[src/rtl/mips_arith_pkg.sv]
// Shared arithmetic definitions for the MIPS64 execute-stage iterative units
// (sequential multiplier and sequential divider).
//   state_t : control states shared by the iterative units
//   WIDTH   : native operand width
//   ITERS   : iterations per operation (one result bit per clock)
//   CTR_W   : iteration counter width, 2**CTR_W > ITERS
package mips_arith_pkg;

    localparam int unsigned WIDTH     = 64;
    localparam int unsigned ITERS     = 64;
    localparam int unsigned CTR_W     = 7;

    // Divider-side constants live here too so both units stay in step.
    localparam int unsigned DIV_ITERS = ITERS;

    typedef enum logic [1:0] {
        IDLE = 2'd0,
        RUN  = 2'd1,
        FIX  = 2'd2,
        DONE = 2'd3
    } state_t;

endpackage

[src/rtl/mult_step.sv]
// One shift-add multiplier iteration on the {carry, acc} pair.
//   acc        : current accumulator, {partial product high half, remaining multiplier bits}
//   ma         : multiplicand magnitude
//   acc_next_c : accumulator after conditional add of ma and a 1-bit right shift
module mult_step #(
    parameter int unsigned WIDTH = 64
) (
    input  logic [2*WIDTH-1:0] acc,
    input  logic [WIDTH-1:0]   ma,
    output logic [2*WIDTH-1:0] acc_next_c
);

    logic [WIDTH:0] sum_c;

    // The add is WIDTH+1 bits wide so the carry survives into the shift.
    always_comb begin
        sum_c = {1'b0, acc[2*WIDTH-1:WIDTH]};
        if (acc[0]) begin
            sum_c = sum_c + {1'b0, ma};
        end
        acc_next_c = {sum_c, acc[WIDTH-1:1]};
    end

endmodule

[src/rtl/multiplier_seq.sv]
// Iterative shift-add multiplier producing a 2*WIDTH product as hi/lo halves.
// Signed operands are converted to magnitudes at launch; the product is
// negated once at the end when the operand signs differ.
//   clk, rst_n : clock (rising edge), asynchronous active-low reset
//   start      : launch request, sampled only while idle
//   is_signed  : 1 = two's-complement operands, 0 = unsigned
//   a, b       : operands, captured with start
//   busy       : operation in flight (cycle after accept through done)
//   done       : one-cycle pulse, hi/lo valid in the same cycle
//   hi, lo     : upper/lower halves of the last product
module multiplier_seq #(
    parameter int unsigned WIDTH = mips_arith_pkg::WIDTH,
    parameter int unsigned CTR_W = mips_arith_pkg::CTR_W
) (
    input  logic             clk,
    input  logic             rst_n,
    input  logic             start,
    input  logic             is_signed,
    input  logic [WIDTH-1:0] a,
    input  logic [WIDTH-1:0] b,
    output logic             busy,
    output logic             done,
    output logic [WIDTH-1:0] hi,
    output logic [WIDTH-1:0] lo
);

    import mips_arith_pkg::*;

    localparam int unsigned PW = 2 * WIDTH;

    state_t           state_q, state_d;
    logic [WIDTH-1:0] ma_q, ma_d;
    logic [PW-1:0]    acc_q, acc_d;
    logic             neg_q, neg_d;
    logic [CTR_W-1:0] ctr_q, ctr_d;
    logic             busy_d, done_d;
    logic [WIDTH-1:0] hi_d, lo_d;

    logic [WIDTH-1:0] mag_a_c, mag_b_c;
    logic [PW-1:0]    step_acc_c;
    logic [PW-1:0]    product_c;

    // Magnitudes; the most negative value maps to 2**(WIDTH-1), valid unsigned.
    always_comb begin
        mag_a_c = a;
        mag_b_c = b;
        if (is_signed && a[WIDTH-1]) begin
            mag_a_c = ~a + WIDTH'(1);
        end
        if (is_signed && b[WIDTH-1]) begin
            mag_b_c = ~b + WIDTH'(1);
        end
    end

    mult_step #(
        .WIDTH      (WIDTH)
    ) u_step (
        .acc        (acc_q),
        .ma         (ma_q),
        .acc_next_c (step_acc_c)
    );

    // Final sign fix; negating zero stays zero.
    always_comb begin
        product_c = acc_q;
        if (neg_q) begin
            product_c = ~acc_q + PW'(1);
        end
    end

    // Next state, datapath next values and registered-output next values.
    always_comb begin
        state_d = state_q;
        ma_d    = ma_q;
        acc_d   = acc_q;
        neg_d   = neg_q;
        ctr_d   = ctr_q;
        hi_d    = hi;
        lo_d    = lo;

        case (state_q)
            IDLE: begin
                if (start) begin
                    ma_d    = mag_a_c;
                    acc_d   = {{WIDTH{1'b0}}, mag_b_c};
                    neg_d   = is_signed & (a[WIDTH-1] ^ b[WIDTH-1]);
                    ctr_d   = '0;
                    state_d = RUN;
                end
            end
            RUN: begin
                acc_d = step_acc_c;
                ctr_d = ctr_q + CTR_W'(1);
                if (ctr_q == CTR_W'(WIDTH - 1)) begin
                    state_d = FIX;
                end
            end
            FIX: begin
                hi_d    = product_c[PW-1:WIDTH];
                lo_d    = product_c[WIDTH-1:0];
                state_d = DONE;
            end
            DONE: begin
                state_d = IDLE;
            end
            default: begin
                state_d = IDLE;
            end
        endcase

        busy_d = (state_d != IDLE);
        done_d = (state_d == DONE);
    end

    // State, datapath and output registers.
    always_ff @(posedge clk or negedge rst_n) begin
        if (!rst_n) begin
            state_q <= IDLE;
            ma_q    <= '0;
            acc_q   <= '0;
            neg_q   <= 1'b0;
            ctr_q   <= '0;
            busy    <= 1'b0;
            done    <= 1'b0;
            hi      <= '0;
            lo      <= '0;
        end else begin
            state_q <= state_d;
            ma_q    <= ma_d;
            acc_q   <= acc_d;
            neg_q   <= neg_d;
            ctr_q   <= ctr_d;
            busy    <= busy_d;
            done    <= done_d;
            hi      <= hi_d;
            lo      <= lo_d;
        end
    end

endmodule

[config.mk]
export PLATFORM = sky130hd
export DESIGN_NAME = multiplier_seq
export DESIGN_NICKNAME = d
export VERILOG_FILES = /design/src/rtl/mips_arith_pkg.sv /design/src/rtl/mult_step.sv /design/src/rtl/multiplier_seq.sv
export SDC_FILE = /design/constraint.sdc
export NUM_CORES = 1
export LEC_CHECK = 0
export BUFFER_PORTS_ARGS = -buffer_cell sky130_fd_sc_hd__buf_2
export CORE_UTILIZATION = 45
export CTS_BUF_LIST = sky130_fd_sc_hd__clkbuf_8
export CTS_CLUSTER_SIZE = 8
export DETAILED_ROUTE_END_ITERATION = 6
export PLACE_DENSITY_LB_ADDON = 0.08
export SYNTH_ARGS = -nofsm -noshare
export SYNTH_HDL_FRONTEND = slang
export SYNTH_HIERARCHICAL = 1
export SYNTH_SLANG_ARGS = --single-unit
export TNS_END_PERCENT = 100
[constraint.sdc]
create_clock -name clk -period 7.1 [get_ports clk]
set_input_delay 0.71 -clock clk [delete_from_list [all_inputs] [get_ports clk]]
set_output_delay 0.71 -clock clk [all_outputs]
set_load 0.05 [all_outputs]
==> key figures <==
Clock network
  • Clock Latency Late Sink: 0.69 ns
  • CTS tree: yes
  • H-tree levels: 2
  • CTS Root Cell: clkbuf_8
  • CTS Buf Count: 60
  • PostCTS Resize Cnt: 0
  • Clk sink count: 332
  • CTS clk-pin slew, worst paths: 0.06 ns
  • Postcts setup bufs: 0
  • Clk buf depth: 3
  • Cts hold-fix bufs: 0

Global route
  • Overall routing resource usage: 29.3%
  • Largest net degree at the start of global routing: 125
  • Initial antenna violation count: 5
  • First-pass GRT wire length: 121 mm
  • Global route total overflow: 0
  • Vias in the first global route: 20400

STA
  • Tmin final: 4.25 ns
  • Final period utilization: 59.8%
  • Layout Skew: 0.0360 ns
  • Fin. max-slew vios: 0
  • Worst Tran Pin Value: 1.07 ns
  • Final Hold Fails: 0
  • TNS Setup: 0 ns
  • Max transition margin: 28.0%
  • RSZ-0062 raised after global routing: no
  • Max Freq: 235 MHz
  • Final setup fails: 0

Synthesis
  • Syn_area_per_cell: 8.47 µm²
  • Cell area after synthesis: 23300 µm²
  • Synth Area in Compound Gates: 23.2%
  • Yosys top cell area share: 35.7%
  • Post-synth EDFFs: 0
  • Synthesized Nets: 2948
  • Post-synthesis xor/xnor area fraction: 11.1%
  • Synth cell types: 79
  • Synth Register Bits: 332
  • Async SR Flop Fraction: 100%
  • Register area share after synthesis: 35.7%
  • Synth top area cells: dfrtp_1 (36%), o21ai_0 (7.2%), xor2_1 (7.0%), nand2_1 (5.7%), xnor2_1 (4.2%)
  • Synth Flop Type: dfrtp_1
  • Largest area contributor in the netlist: dfrtp_1
  • Adder-Cell Fraction of Synth Area: 3.74%
  • Largest family of logic cells by synthesized area: compound AO/OA/AOI/OAI gates
  • Mux cell area share after synthesis: 2.87%
  • Post-synthesis cell count: 2747
  • Synth warnings: 6
  • Simple-Gate Fraction of Synth Area: 18.1%

Critical path
  • Critical R2R Launch: acc_q[0]
  • CP required: 7.61 ns
  • Worst-path fanout max: 21
  • CP cell instances: inv_1, ha_1, nor4b_1, nand2_1, nor4_1, nand4_1, o41ai_1, xor2_1, o21ai_0
  • Critical path depth: 9
  • Reg2Reg Depth: 9
  • Setup slack, reg-to-reg: 2.85 ns
  • Startpoint types: flop
  • CP max-delay cell: nand4_1
  • RR Endpoint: hi[52]
  • WP data arrival: 4.76 ns
  • Crit-path leading delay family: simple AND/OR/NAND/NOR gates
  • CP Buf/Inv Count: 1
  • Setup CP Type: reg -> reg
  • Crit-path max cell delay: 0.81 ns
  • CP endpoint kind: flop
  • CP endpoint: hi[52]
  • Beginning of the critical path: acc_q[0]

Drt
  • DRC Markers: 0
  • Wire per inst: 21.9 µm
  • DR pass1 iterations: 5
  • Vias per cell: 6.01
  • Antenna viol nets, final: 0
  • WL final: 78.3 mm
  • Initial DRC Count: 1824
  • Total number of vias: 21500

Floorplan
  • Core area: 50600 µm²
  • Die Ht: 229 µm
  • IO Pins: 262
  • Cell Rows: 82
  • Die ar.: 52600 µm²
  • Die W: 229 µm
  • Starting Density: 46.0%

Layout
  • Share of layout cells above drive strength 1: 15.8%
  • Most common cell after layout, fill and taps aside: nand2_1
  • Final std cells w/o fill: 3582
  • P&R area growth vs syn: 10.6%
  • Most frequent cells in the layout: nand2_1 (355), o21ai_0 (337), dfrtp_1 (330)
  • Filler instances: 4989
  • Nets: 3063

Place
  • Placer congestion estimate: 0.925
  • Placed insts: 3472
  • Input/output buffers: 261
  • Post-DP HPWL: 58.6 mm

Power and ir drop
  • Tot Pwr: 4.20 mW
  • Peak VDD IR: 0.000125 V
  • Power per Cell Area: 163 nW/µm²
  • P_leak: 11.6 nW

Min path
  • Worst min path class: in -> async

Job
  • MaxCap Viol Count: 0

Outcome
  • Status: finished, final reports clean
[synthesized netlist by cell type (7+ instances only)]
| master | count |
|---|---|
| nor3b_1 | 8 |
| xnor2_1 | 111 |
| nor4_1 | 37 |
| nand3_1 | 40 |
| buf_2 | 13 |
| and2_1 | 13 |
| o21ai_1 | 17 |
| a22oi_1 | 30 |
| mux2_2 | 54 |
| a211oi_1 | 13 |
| o21bai_1 | 18 |
| nor2b_1 | 8 |
| inv_1 | 36 |
| ha_1 | 68 |
| o21a_1 | 7 |
| xor2_1 | 185 |
| buf_1 | 8 |
| a31oi_1 | 21 |
| a22o_1 | 65 |
| or4_1 | 44 |
| a21o_1 | 31 |
| nor3_1 | 70 |
| or2_2 | 9 |
| o21ai_0 | 337 |
| a21oi_1 | 145 |
| clkbuf_1 | 144 |
| o22ai_1 | 16 |
| o31ai_1 | 54 |
| nand2_1 | 356 |
| dfrtp_1 | 332 |
| o41ai_1 | 35 |
| nand4_1 | 47 |
| nand2b_1 | 16 |
| buf_4 | 63 |
| or3_1 | 31 |
| nor2_1 | 160 |
[power by group]
group	internal, mW	switching, mW	leakage [nW]
registers	1.91	0.0270	4.58
clock network	0.991	0.853	0.719
logic	0.152	0.276	6.28
[cell families after synthesis]
| kind of cell | count (synthesis) |
|---|---|
| and+or+nand+nor | 871 |
| AOI/OAI and AO/OA | 855 |
| DFF | 332 |
| xor gates and xnor gates | 296 |
| adders and majority gates | 69 |
| buffers and inverters | 264 |
| muxes | 60 |
[registers in the layout (all words and copies together), names as in the netlist]
name	flops
busy	1
acc_q	128
ctr_q	7
state_q	2
done	1
ma_q	64
lo	64
neg_q	1
hi	64
[routing by layer]
layer / track usage, % / up-vias / part of all wire (%)
met4: 9.29 / 0 / 2.9
li1: - / 10200 / -
met5: 0 / - / 0
met3: 3.56 / 132 / 5.6
met1: 40.9 / 10400 / 46
met2: 47.0 / 750 / 46
[through the flow]
step	setup slack (ns)	area (µm²)	util (%)	hold WS (ns)
global route	2.56	25700	50.9	0.0953
finish	2.85	25700	50.9	0.0225
detailed placement	2.94	24500	48.5	0.465
floorplan	3.93	23300	-	0.414
global placement	3.02	24500	48.5	0.456
CTS	2.94	25700	50.9	0.0465
[area by class of cell]
| type | instances | area [µm²] | area share, % |
|---|---|---|---|
| antenna | 3 | 7.51 | 0.0292 |
| clock buffer | 73 | 1000 | 3.90 |
| clock inverter | 34 | 189 | 0.734 |
| inverter | 36 | 135 | 0.525 |
| multi-input combinational | 2151 | 13800 | 53.5 |
| sequential | 332 | 8310 | 32.3 |
| tap | 672 | 841 | 3.27 |
| timing repair buffer | 281 | 1490 | 5.79 |
[worst min-delay path by stage]
stage	from	end	slack [ns]
floorplan	rst_n	acc_q[0]	0.41
global placement	lo[61]	lo[61]	0.46
detailed placement	lo[26]	lo[26]	0.46
CTS	rst_n	acc_q[67]	0.05
global route	rst_n	acc_q[67]	0.1
finish	rst_n	acc_q[67]	0.02
(Power assumes the default switching activity.)
